## config.mk

```make
export PLATFORM = sky130hd
export DESIGN_NAME = ps2_key_assembler_flat
export DESIGN_NICKNAME = d
export VERILOG_FILES = /design/src/rtl/ps2_key_assembler_if.sv /design/src/rtl/ps2_key_assembler.sv /design/src/flat_wrapper.sv
export SDC_FILE = /design/constraint.sdc
export NUM_CORES = 1
export LEC_CHECK = 0
export CORE_UTILIZATION = 57
export CTS_CLUSTER_DIAMETER = 120
export DETAILED_ROUTE_END_ITERATION = 16
export PLACE_DENSITY_LB_ADDON = 0.12
export RECOVER_POWER = 25
export SYNTH_ARGS = -nofsm -noshare
export SYNTH_HDL_FRONTEND = slang
export SYNTH_SLANG_ARGS = --single-unit
```

## constraint.sdc

```tcl
create_clock -name clk_sys -period 2.9 [get_ports clk_sys]
set_clock_uncertainty 0.1 [all_clocks]
set_input_delay 0.87 -clock clk_sys [delete_from_list [all_inputs] [get_ports clk_sys]]
set_output_delay 0.87 -clock clk_sys [all_outputs]
set_load 0.01 [all_outputs]
```

## src/rtl/ps2_key_assembler_if.sv

```systemverilog
// ps2_key_assembler_if: keyboard pin inputs and the assembled key event outputs.
interface ps2_key_assembler_if;
    logic        ps2_clk;
    logic        ps2_data;
    logic [64:0] ps2_key;
    logic        key_strobe;
    logic        rx_err;
    modport master (output ps2_clk, ps2_data, input ps2_key, key_strobe, rx_err);
    modport slave  (input ps2_clk, ps2_data, output ps2_key, key_strobe, rx_err);
endinterface

```

## src/rtl/ps2_key_assembler.sv

```systemverilog
// ps2_key_assembler: filtered PS/2 frame receiver feeding a scan-code sequence
// grouper that emits one 65-bit toggle-flagged event per completed key sequence.
module ps2_key_assembler #(
    parameter int FILTER  = 8,
    parameter int TIMEOUT = 50000
) (
    input logic clk_sys,
    input logic RESET_N,
    ps2_key_assembler_if.slave bus
);
    localparam int FW = $clog2(FILTER + 1);
    localparam int TW = $clog2(TIMEOUT + 1);

    typedef enum logic [3:0] {
        IDLE, EXT, BRK, EXTBRK, PRNMK, PRNMK2, PRNBK, PRNBK2, PRNBK3, PAUSE
    } state_t;

    logic [1:0]    r_sync [2];
    logic [FW-1:0] r_fcnt [2];
    logic [1:0]    r_filt;
    logic          r_clk_prev;
    logic [3:0]    r_bit_cnt;
    logic [8:0]    r_sr;
    logic [TW-1:0] r_to_cnt;
    logic          r_valid;
    logic          r_err;
    state_t        r_state;
    logic [63:0]   r_buf;
    logic [2:0]    r_rem;
    logic [64:0]   r_key;
    logic          r_strobe;
    logic [1:0]    w_raw;
    logic          w_fall;
    logic          w_dat;
    logic [7:0]    w_byte;
    logic [63:0]   w_shift;
    state_t        w_state_n;
    logic [63:0]   w_buf_n;
    logic [2:0]    w_rem_n;
    logic          w_emit;

    assign w_raw   = {bus.ps2_data, bus.ps2_clk};
    assign w_fall  = r_clk_prev & ~r_filt[0];
    assign w_dat   = r_filt[1];
    assign w_byte  = r_sr[7:0];
    assign w_shift = {r_buf[55:0], w_byte};

    // Each line only changes its filtered level after FILTER consecutive disagreeing samples
    always_ff @(posedge clk_sys or negedge RESET_N) begin
        if (!RESET_N) begin
            for (int i = 0; i < 2; i++) begin
                r_sync[i] <= 2'b11;
                r_fcnt[i] <= '0;
            end
            r_filt     <= 2'b11;
            r_clk_prev <= 1'b1;
        end else begin
            for (int i = 0; i < 2; i++) begin
                r_sync[i] <= {r_sync[i][0], w_raw[i]};
                if (r_sync[i][1] == r_filt[i]) r_fcnt[i] <= '0;
                else if (r_fcnt[i] == FW'(FILTER - 1)) begin
                    r_filt[i] <= r_sync[i][1];
                    r_fcnt[i] <= '0;
                end else r_fcnt[i] <= r_fcnt[i] + 1'b1;
            end
            r_clk_prev <= r_filt[0];
        end
    end

    always_ff @(posedge clk_sys or negedge RESET_N) begin
        if (!RESET_N) begin
            r_bit_cnt <= '0;
            r_sr      <= '0;
            r_to_cnt  <= '0;
            r_valid   <= 1'b0;
            r_err     <= 1'b0;
        end else begin
            r_valid <= 1'b0;
            r_err   <= 1'b0;
            if (w_fall) begin
                r_to_cnt <= '0;
                if (r_bit_cnt == 4'd0) begin
                    if (w_dat) r_err <= 1'b1;
                    else r_bit_cnt <= 4'd1;
                end else if (r_bit_cnt == 4'd10) begin
                    r_bit_cnt <= '0;
                    if (w_dat && ^r_sr) r_valid <= 1'b1;
                    else r_err <= 1'b1;
                end else begin
                    r_sr      <= {w_dat, r_sr[8:1]};
                    r_bit_cnt <= r_bit_cnt + 1'b1;
                end
            end else if (r_to_cnt != TW'(TIMEOUT)) begin
                r_to_cnt <= r_to_cnt + 1'b1;
                if (r_to_cnt == TW'(TIMEOUT - 1) && r_bit_cnt != 4'd0) begin
                    r_bit_cnt <= '0;
                    r_err     <= 1'b1;
                end
            end
        end
    end

    always_ff @(posedge clk_sys or negedge RESET_N) begin
        if (!RESET_N) begin
            r_state  <= IDLE;
            r_buf    <= '0;
            r_rem    <= '0;
            r_key    <= '0;
            r_strobe <= 1'b0;
        end else begin
            r_state  <= w_state_n;
            r_buf    <= w_buf_n;
            r_rem    <= w_rem_n;
            r_strobe <= w_emit;
            if (w_emit) r_key <= {~r_key[64], w_shift};
        end
    end

    always_comb begin
        w_state_n = r_state;
        w_buf_n   = r_buf;
        w_rem_n   = r_rem;
        w_emit    = 1'b0;
        if (r_err) begin
            w_state_n = IDLE;
            w_buf_n   = '0;
        end else if (r_valid) begin
            w_buf_n = w_shift;
            case (r_state)
                IDLE: begin
                    if (w_byte == 8'hE0) w_state_n = EXT;
                    else if (w_byte == 8'hF0) w_state_n = BRK;
                    else if (w_byte == 8'hE1) begin
                        w_state_n = PAUSE;
                        w_rem_n   = 3'd7;
                    end else if (w_byte inside {8'hAA, 8'hFA, 8'hFE, 8'hEE, 8'h00, 8'hFF}) w_buf_n = '0;
                    else w_emit = 1'b1;
                end
                EXT:    if (w_byte == 8'hF0) w_state_n = EXTBRK; else if (w_byte == 8'h12) w_state_n = PRNMK; else w_emit = 1'b1;
                EXTBRK: if (w_byte == 8'h7C) w_state_n = PRNBK; else w_emit = 1'b1;
                PRNMK:  if (w_byte == 8'hE0) w_state_n = PRNMK2; else w_emit = 1'b1;
                PRNBK:  if (w_byte == 8'hE0) w_state_n = PRNBK2; else w_emit = 1'b1;
                PRNBK2: if (w_byte == 8'hF0) w_state_n = PRNBK3; else w_emit = 1'b1;
                PAUSE: begin
                    w_rem_n = r_rem - 1'b1;
                    w_emit  = (r_rem == 3'd1);
                end
                default: w_emit = 1'b1;
            endcase
            if (w_emit) begin
                w_state_n = IDLE;
                w_buf_n   = '0;
            end
        end
    end

    assign bus.ps2_key    = r_key;
    assign bus.key_strobe = r_strobe;
    assign bus.rx_err     = r_err;
endmodule

```

## src/flat_wrapper.sv

```systemverilog
// flat-port wrapper written by rule: the top's interface ports become plain ports
module ps2_key_assembler_flat 
#(
    parameter int FILTER  = 8,
    parameter int TIMEOUT = 50000
)
  (clk_sys, RESET_N, bus_ps2_clk, bus_ps2_data, bus_ps2_key, bus_key_strobe, bus_rx_err);
  ps2_key_assembler_if bus_i ();
  input logic clk_sys;
  input logic RESET_N;
  input wire logic [$bits(bus_i.ps2_clk)-1:0] bus_ps2_clk;
  input wire logic [$bits(bus_i.ps2_data)-1:0] bus_ps2_data;
  output wire logic [$bits(bus_i.ps2_key)-1:0] bus_ps2_key;
  output wire logic [$bits(bus_i.key_strobe)-1:0] bus_key_strobe;
  output wire logic [$bits(bus_i.rx_err)-1:0] bus_rx_err;
  assign bus_i.ps2_clk = bus_ps2_clk;
  assign bus_i.ps2_data = bus_ps2_data;
  assign bus_ps2_key = bus_i.ps2_key;
  assign bus_key_strobe = bus_i.key_strobe;
  assign bus_rx_err = bus_i.rx_err;
  ps2_key_assembler #(.FILTER(FILTER), .TIMEOUT(TIMEOUT)) u_core (.clk_sys(clk_sys), .RESET_N(RESET_N), .bus(bus_i));
endmodule
```

==> metrics.txt, run 1 <==
Setup CP Type=reg -> reg; CTS tree=done; Cell Chain, Critical Path=inv_1 -> ha_1 -> nand4_1 -> a22o_1 -> a31o_2 -> o31ai_4 -> buf_4 -> mux2_1; initial DRC count=277; most common cell after layout, fill and taps aside=dfrtp_1; Post-Syn Nets=607; Critical path buffers and inverters=2; Worst EP arrival=2970 ps; clock latency at the later pin of the worst-skew pair=approximately 420 ps; H-tree depth=4; mux cell area share after synthesis=12.2%; largest net degree at the start of global routing=63; Multi-input gate area=about 0.0030 sq mm; DRT Pass-1 Iters=5; Die Wd=118 um; crit path time final=roughly 2800 ps; via count=4830; Hold Crit Start=u_core.r_sync[0]$_DFF_PN1_; CP required=3100 ps; Post-Synth Simple-Gate Area=8.53%; relative slew slack=20.3%; Post-synth ARST share=100%; Worst Setup Start Kind=register; Yosys warnings=0; RSZ-0062 raised after global routing=true; antenna diode count=0; status=finished clean; Crit path largest cell delay=440 ps; Hold Path Sink=u_core.r_sync[1]$_DFF_PN1_; first-pass GRT wire length=26000 um; initial antenna violation count=0; Max-cap violations=0; vias in the first global route=4948; reg2reg end=u_core.bus.ps2_key[14]$_DFFE_PN0P_; EDFF count, synth=0; most frequent cells in the layout=dfrtp_1 (168), clkdlybuf4s50_1 (67), a22o_1 (59), mux2_4 (40), nand2_1 (29); Chip Height=118 um; Hold Path Cell Cnt=0; r2r worst-path depth=8; Core ar.=0.0128 sq mm; Cells after Synth=579; Root Buffer=clkbuf_16; Clock Pin Slew Worst Setup and Hold Paths=60 ps; largest family of logic cells by synthesized area=multiplexers; post-synthesis cell area=approximately 0.0076 sq mm; Synth Area in Adders=~3.9%; register area=0.00439 sq mm; Peak Freq=0.361 GHz; Longest Clk Path Bufs=2; static leakage=between 0.004 and 0.005 uW; cell family with most CP delay=compound AO/OA/AOI/OAI gates; worst reg2reg startpoint=u_core.r_sr[0]$_DFFE_PN0P_; final WL=15400 um; critical path's slowest cell=dfrtp_1; pin slew with the least headroom to its limit=1200 ps; flops & latches, synth=175; Worst Path Max Fanout=16; part of the cycle the worst path needs=~96%; Compound-Gate Fraction of Synth Area=between 10% and 20%; final setup violation count=0; input/output buffers=70; Row Count=41; Power, Total=5730 uW; post-synthesis sequential area ratio=57.7%; post-synthesis xor/xnor area fraction=around 2.6%; GRT Overall Usage=approximately a quarter; mean number of vias per cell=5.76; gr ovfl total=0; post-synth cell types=58; TritonCTS buffer count=17; fill count=855; Worst VDD drop=around 0.00052 V; power density cells=627 mW/mm^2; Fin. Hold Viols=0; Setup crit start=u_core.r_sr[0]$_DFFE_PN0P_; DR DRC count=0; routed wire length per instance=approximately 18 um; final max-slew violation count=0; cts hold-fix bufs=0; Synth Area per Inst=13.1 sq um; Reg2Reg Setup Slack=between 100 and 150 ps; effective utilization at floorplan=59.3%; Main synth FF type=dfrtp_1; area of the die=0.0138 sq mm; CTS sink cnt=between 150 and 200; nets=682; Final ANT Viol Nets=0; I/O Pins=71; Post-Route Utilization=between 70 and 80%; crit path capture type=register; Placer Congestion=0.823; fraction of layout cells with a size suffix above 1=16.3%; HPWL after detailed placement=roughly 10000 um; worst hold path type=reg -> reg; Synth-to-Final Area Change=20.0%; Setup Fix Bufs, Post-CTS=0
==> per-stage QoR <==
stage | hold WS (ps) | setup slack [ps] | std cells | cell area (sq um) | TNS, ps
6_report | 262 | 127 | 839 | 9140 | 0
3_5_place_dp | 255 | 120 | 807 | 8540 | 0
5_1_grt | 266 | -59.8 | 839 | 9140 | -892
4_1_cts | 262 | 92.6 | 839 | 9140 | 0
2_1_floorplan | 245 | 383 | 579 | 7610 | 0
3_3_place_gp | 246 | 158 | 807 | 8540 | 0
==> where the power goes <==
group | internal [uW] | switching (uW) | total [uW]
sequential | 2580 | 155 | 2730
combinational | 270 | 421 | 691
clock | 1300 | 1000 | 2300
==> layout make-up <==
cell class                 instances  share of cell area (%)
clock buffer                      18                    4.70
timing repair buffer              86                    9.31
tap                              172                    2.36
inverter                          18                   0.740
clock inverter                    14                    1.84
multi-input combinational        356                    33.0
sequential                       175                    48.0
==> layer usage <==
metal,GRT usage (%),share of wire (%),vias up
met5,0,0,-
met4,7.21,0.77,0
met3,4.94,2.6,10
met2,40.6,53,83
met1,30.7,44,2495
li1,-,-,2242
==> synth_stat cells, types with 2 or more instances <==
| master | instances | area share, % |
|---|---|---|
| dfrtp_1 | 168 | 55 |
| a22o_1 | 59 | 6.8 |
| mux2_4 | 40 | 7.9 |
| nand2_1 | 29 | 1.4 |
| nor2_1 | 29 | 1.4 |
| ha_1 | 24 | 3.9 |
| mux2_1 | 24 | 3.6 |
| inv_1 | 18 | 0.89 |
| o21ai_0 | 17 | 1.1 |
| xnor2_1 | 14 | 1.6 |
| clkbuf_1 | 12 | 0.59 |
| nand3_1 | 12 | 0.79 |
| buf_2 | 11 | 0.72 |
| nand4_1 | 10 | 0.82 |
| nor3_1 | 10 | 0.66 |
| a21oi_1 | 9 | 0.59 |
| xor2_1 | 9 | 1.0 |
| dfstp_2 | 7 | 2.4 |
| buf_6 | 6 | 0.89 |
| nor2b_1 | 6 | 0.49 |
| and3_1 | 4 | 0.33 |
| mux2_2 | 4 | 0.59 |
| nand2b_1 | 4 | 0.33 |
| o31ai_1 | 4 | 0.39 |
| a31oi_1 | 3 | 0.25 |
| o211ai_1 | 3 | 0.30 |
| or3_1 | 3 | 0.25 |
| and2_1 | 2 | 0.16 |
| nand3b_1 | 2 | 0.20 |
| nor3b_1 | 2 | 0.20 |
| nor4_1 | 2 | 0.16 |
| nor4b_1 | 2 | 0.23 |
| o21a_1 | 2 | 0.20 |
| o32a_1 | 2 | 0.26 |
| o32ai_1 | 2 | 0.23 |
| or2_2 | 2 | 0.16 |
==> worst register-to-register path, delay by kind of cell, from the launching register on <==
| family | cells | cell delay, ps |
|---|---|---|
| buffers and inverters | 2 | 440 |
| and+or+nand+nor | 1 | 140 |
| muxes | 1 | 360 |
| adders and majority gates | 1 | 330 |
| DFF | 1 | 440 |
| AOI/OAI and AO/OA | 3 | 850 |
==> cell families (layout without fill, tap and decap cells) <==
group,after synthesis,after routing
flops,175,175
fa+ha+maj,24,24
xor+xnor,23,23
mux,69,69
simple gates,125,125
compound gates,115,115
buf+inv,48,136
==> state kept, by name (all words and copies together) (netlist names), 2 cells and up <==
signal,flops
u_core.r_buf,56
u_core.r_state,4
u_core.r_sync,4
u_core.r_fcnt,8
u_core.r_filt,2
u_core.r_rem,3
u_core.r_sr,9
u_core.r_to_cnt,16
u_core.bus.ps2_key,65
u_core.r_bit_cnt,4
==> timing repair <==
action / 4_1_cts / 5_1_grt
hold endpoints to repair: 0 / 0
gates resized for setup: 0 / 3
setup endpoints to repair: 0 / 63
==> worst max path at each step <==
stage / cells after the start / end / slack, ps
5_1_grt: 8 / u_core.bus.ps2_key[12]$_DFFE_PN0P_ / -60
6_report: 8 / u_core.bus.ps2_key[14]$_DFFE_PN0P_ / 130
3_3_place_gp: 8 / u_core.bus.ps2_key[60]$_DFFE_PN0P_ / 160
2_1_floorplan: 10 / u_core.bus.ps2_key[18]$_DFFE_PN0P_ / 380
3_5_place_dp: 8 / u_core.bus.ps2_key[12]$_DFFE_PN0P_ / 120
4_1_cts: 8 / u_core.bus.ps2_key[62]$_DFFE_PN0P_ / 90
Power figures use the tool's default switching activity.
==> run 2: changes to the inputs <==
--- a/config.mk
+++ b/config.mk
@@ -5,9 +5,10 @@
 export SDC_FILE = /design/constraint.sdc
 export NUM_CORES = 1
 export LEC_CHECK = 0
+export CORE_MARGIN = 2
 export CORE_UTILIZATION = 57
-export CTS_CLUSTER_DIAMETER = 120
 export DETAILED_ROUTE_END_ITERATION = 16
+export MAX_ROUTING_LAYER = met4
 export PLACE_DENSITY_LB_ADDON = 0.12
 export RECOVER_POWER = 25
 export SYNTH_ARGS = -nofsm -noshare
==> run 2 against run 1 <==
  * Flip-flop and latch count stayed put
  * Worst setup slack worse by 4.9 ps
  * Fmax is 0.18% lower
  * Combinational power is 3.0% lower
  * First-iteration DRC count is 71% higher
  * Clock power is 8% higher
  * Sequential share of layout area is 0.32 points lower
  * Non-clock buffer count is 1 higher
  * Hold slack worse by 9.1 ps
  * Critical path depth is 1 higher
==> metrics.txt, run 2 (same netlist as run 1, synthesis figures left out) <==
status=finished clean; mean number of vias per cell=5.84; WHS=253 ps; most frequent cells in the layout=dfrtp_1 (168), clkdlybuf4s50_1 (67), a22o_1 (59), mux2_4 (40), nand2_1 (29); HPWL after detailed placement=9970 um; Hold Path Cell Cnt=0; critical path's slowest cell=dfrtp_1; final max-slew violation count=0; Placer Congestion=0.904; CP required=roughly 3100 ps; clock latency at the later pin of the worst-skew pair=430 ps; placed inst area=roughly 0.0085 sq mm; max FFs per register=65; pin slew with the least headroom to its limit=1280 ps; GRT Overall Usage=23.6%; Longest Clk Path Bufs=2; Synth-to-Final Area Change=20.8%; crit path capture type=register; via count=4925; Final ANT Viol Nets=0; crit path time final=2780 ps; initial antenna violation count=0; Cell Chain, Critical Path=inv_1 -> ha_2 -> nand4_1 -> a22o_1 -> a31o_2 -> o31ai_4 -> buf_4 -> buf_8 -> mux2_1; Max-cap violations=0; Critical path buffers and inverters=3; RSZ-0062 raised after global routing=false; input/output buffers=70; relative slew slack=14.7%; DR DRC count=0; Power, Total=5900 uW; final setup violation count=0; setup TNS=0 ps; Worst EP arrival=between 2000 and 3000 ps; Worst Path Max Fanout=25; cell family with most CP delay=compound AO/OA/AOI/OAI gates; Finished Cell Area=0.00920 sq mm; first-pass GRT wire length=25700 um; DRT Pass-1 Iters=7; routed wire length per instance=~18 um; Worst path depth=9; largest net degree at the start of global routing=57; Die Wd=120 um; TritonCTS buffer count=17; antenna diode count=0; CTS tree=done; Core ar.=0.0131 sq mm; Setup CP Type=reg -> reg; Finished Layout Cells=between 800 and 900; area of the die=around 0.014 sq mm; fraction of layout cells with a size suffix above 1=16.9%; I/O Pins=71; r2r worst-path depth=9; Crit path largest cell delay=approximately 440 ps; Worst VDD drop=0.000573 V; static leakage=~0.0045 uW; Fin. Hold Viols=0; effective utilization at floorplan=around 58%; cts hold-fix bufs=0; CTS sink cnt=175; vias in the first global route=between 4k and 5k; H-tree depth=4; most common cell after layout, fill and taps aside=dfrtp_1; Post-Place Cells=810; power density cells=642 mW/mm^2; worst hold path type=reg -> reg; Row Count=42; gr ovfl total=0; Peak Freq=between 0.3 and 0.4 GHz; final WL=15400 um; part of the cycle the worst path needs=around 96%; Clock Pin Slew Worst Setup and Hold Paths=70 ps; Root Buffer=clkbuf_16; nets=683; Worst Setup Start Kind=register; Chip Height=120 um; initial DRC count=473
[run 2: final cells by class]
type                            instances  area (sq um)
Clock inverter                         14           209
Sequential cell                       175          4390
Multi-Input combinational cell        356          3010
Fill cell                             930          3940
Timing Repair Buffer                   87           862
Tap cell                              176           220
Clock buffer                           18           439
Inverter                               18          67.6
[run 2: repair_timing]
action,CTS,global route
hold endpoints to repair,0,0
buffers inserted,0,1
resized for setup,0,8
endpoints found under the setup margin,0,47
[run 2: where the power goes]
| group | switching, uW | internal [uW] |
|---|---|---|
| combinational | 406 | 264 |
| sequential | 160 | 2580 |
| clock | 941 | 1550 |
[run 2: worst paths after layout]
| kind | startpoint | to | slack [ps] |
|---|---|---|---|
| setup / recovery | u_core.r_sr[4]$_DFFE_PN0P_ | u_core.bus.ps2_key[0]$_DFFE_PN0P_ | 120 |
| hold / removal | u_core.r_sync[0]$_DFF_PN1_ | u_core.r_sync[1]$_DFF_PN1_ | 250 |
| setup reg to reg | u_core.r_sr[4]$_DFFE_PN0P_ | u_core.bus.ps2_key[0]$_DFFE_PN0P_ | 120 |
| hold reg to reg | u_core.r_sync[0]$_DFF_PN1_ | u_core.r_sync[1]$_DFF_PN1_ | 250 |
| max in group asynchronous | RESET_N | u_core.r_to_cnt[11]$_DFFE_PN0P_ | 500 |
| min in group asynchronous | RESET_N | u_core.r_buf[16]$_DFFE_PN0N_ | 610 |
[run 2: layer usage]
metal  up-vias  GRT usage, %  share of wire, %  wire length, um
met4         0          7.28               1.2              181
met2       122          36.8                50             7770
met1      2538          31.0                45             6930
met3        13          5.94               3.6              550
met5         -             -                 0                0
li1       2252             -                 -                -
[run 2: through the flow]
stage	util, %	setup slack [ps]
after global placement	65.0	208
final	70.0	122
after detailed placement	65.0	84.8
after CTS	69.9	43.6
after global routing	70.0	18.6
after floorplan	-	383
==> run 3: changes to the inputs <==
--- a/config.mk
+++ b/config.mk
@@ -6,7 +6,7 @@
 export NUM_CORES = 1
 export LEC_CHECK = 0
 export CORE_MARGIN = 2
-export CORE_UTILIZATION = 57
+export CORE_UTILIZATION = 50
 export DETAILED_ROUTE_END_ITERATION = 16
 export MAX_ROUTING_LAYER = met4
 export PLACE_DENSITY_LB_ADDON = 0.12
==> constraint.sdc (replaced) <==
create_clock -name clk_sys -period 2.7 [get_ports clk_sys]
set_clock_uncertainty 0.1 [all_clocks]
set_input_delay 0.81 -clock clk_sys [delete_from_list [all_inputs] [get_ports clk_sys]]
set_output_delay 0.81 -clock clk_sys [all_outputs]
set_load 0.01 [all_outputs]
==> run 3 against run 2 <==
  * Combinational power rose by 6.0%
  * First-iteration DRC count decreased by 34%
  * Fmax is 8.8% higher
  * Non-clock buffer count is 6 higher
  * Largest power group unchanged
  * Highest routed layer unchanged
==> metrics.txt, run 3 (same netlist as run 1, synthesis figures left out) <==
worst hold path type=in -> async; power density cells=658 mW/mm^2; final max-slew violation count=0; effective utilization at floorplan=50.6%; HPWL after detailed placement=between 9000 and 10000 um; Row Count=45; DR DRC count=0; Critical path buffers and inverters=2; setup TNS=0 ps; relative slew slack=under 10%; fraction of layout cells with a size suffix above 1=18.0%; Finished Layout Cells=862; final setup violation count=0; first-pass GRT wire length=25000 um; initial antenna violation count=0; CTS sink cnt=~180; initial DRC count=slightly above 300; fill count=1153; Root Buffer=clkbuf_16; Placer Congestion=about 0.83; status=finished clean; Final ANT Viol Nets=0; Fin. Hold Viols=0; static leakage=0.00443 uW; mean number of vias per cell=5.66; Worst Setup Start Kind=register; DRT Pass-1 Iters=4; area of the die=around 0.016 sq mm; Worst Path Max Fanout=18; Longest Clk Path Bufs=2; largest net degree at the start of global routing=57; Core ar.=approximately 0.015 sq mm; clock latency at the later pin of the worst-skew pair=430 ps; Max-cap violations=0; Setup CP Type=reg -> reg; pin slew with the least headroom to its limit=1360 ps; via count=around 5k; TritonCTS buffer count=17; cell family with most CP delay=compound AO/OA/AOI/OAI gates; CP required=2890 ps; input/output buffers=70; CTS tree=done; Peak Freq=roughly 0.39 GHz; nets=689; Worst EP arrival=2740 ps; DR top layer=met4; Reg2Reg Setup Slack=150 ps; Synth-to-Final Area Change=20.9%; Worst VDD drop=0.000408 V; most common cell after layout, fill and taps aside=dfrtp_1; Power, Total=slightly above 6000 uW; Metal-1 WL=7250 um; Multi-input gate area=0.00302 sq mm; RSZ-0062 raised after global routing=false; Crit path largest cell delay=470 ps; final WL=15100 um; crit path time final=2550 ps; H-tree depth=4; most frequent cells in the layout=dfrtp_1 (167), clkdlybuf4s50_1 (67), a22o_1 (59), mux2_4 (40), nand2_1 (29); Post-Place Cells=slightly above 800; Clock Pin Slew Worst Setup and Hold Paths=~70 ps; GRT Overall Usage=19.9%; crit path capture type=register; I/O Pins=71; WL met2=~7300 um; metal3 WL=446 um; routed wire length per instance=17.5 um; register area=0.00439 sq mm; antenna diode count=0; vias in the first global route=4846; gr ovfl total=0; Die Wd=127 um; Cell Chain, Critical Path=ha_2 -> nand4_1 -> a22o_1 -> a31o_2 -> o31ai_4 -> buf_4 -> buf_6 -> mux2_1; part of the cycle the worst path needs=94.5%; Chip Height=127 um; max FFs per register=65; critical path's slowest cell=dfrtp_1
==> run 3: power breakdown <==
part	leakage (uW)	internal, uW	total, uW	switching, uW
combinational	0.00175	279	710	431
sequential	0.00240	2770	2940	170
clock	0.000280	1390	2400	1020
==> run 3: worst paths after layout <==
| path | endpoint | depth (start not counted) | startpoint |
|---|---|---|---|
| setup / recovery | u_core.bus.ps2_key[13]$_DFFE_PN0P_ | 8 | u_core.r_sr[7]$_DFFE_PN0P_ |
| hold / removal | u_core.r_buf[24]$_DFFE_PN0N_ | 1 | RESET_N |
| setup reg to reg | u_core.bus.ps2_key[13]$_DFFE_PN0P_ | 8 | u_core.r_sr[7]$_DFFE_PN0P_ |
| hold reg to reg | u_core.r_sync[1]$_DFF_PN1_ | 0 | u_core.r_sync[0]$_DFF_PN1_ |
| max in group asynchronous | u_core.r_sr[4]$_DFFE_PN0P_ | 2 | RESET_N |
| min in group clk_sys | u_core.r_sync[1]$_DFF_PN1_ | 0 | u_core.r_sync[0]$_DFF_PN1_ |
==> run 3: area by class of cell <==
| cell class | instances | share of cell area, % |
|---|---|---|
| sequential | 175 | 47.7 |
| multi-input combinational | 356 | 32.8 |
| timing repair buffer | 93 | 9.91 |
| clock buffer | 19 | 4.81 |
| tap | 188 | 2.56 |
| clock inverter | 13 | 1.50 |
| inverter | 18 | 0.734 |
==> run 3: metal layers <==
metal | GRT usage (%) | vias up
met3 | 3.85 | 9
met2 | 29.8 | 109
met5 | - | -
met4 | 6.33 | 0
li1 | - | 2263
met1 | 27.8 | 2499
==> run 3: through the flow <==
stage	utilization (%)	hold WS [ps]	setup slack (ps)	instance area (sq um)
2_1_floorplan	-	245	183	7610
5_1_grt	61.2	172	10.1	9200
4_1_cts	61.0	174	18.6	9170
6_report	61.2	159	147	9200
3_5_place_dp	57.1	257	-3.57	8590
3_3_place_gp	57.1	248	89.8	8590
==> run 3: repair_timing <==
item	CTS	global route
hold buffers	0	0
setup endpoints to repair	2	64
endpoints found under the hold margin	0	0
buffers inserted	0	2
gates cloned	0	1
pin swaps	0	2
resized for setup	1	11
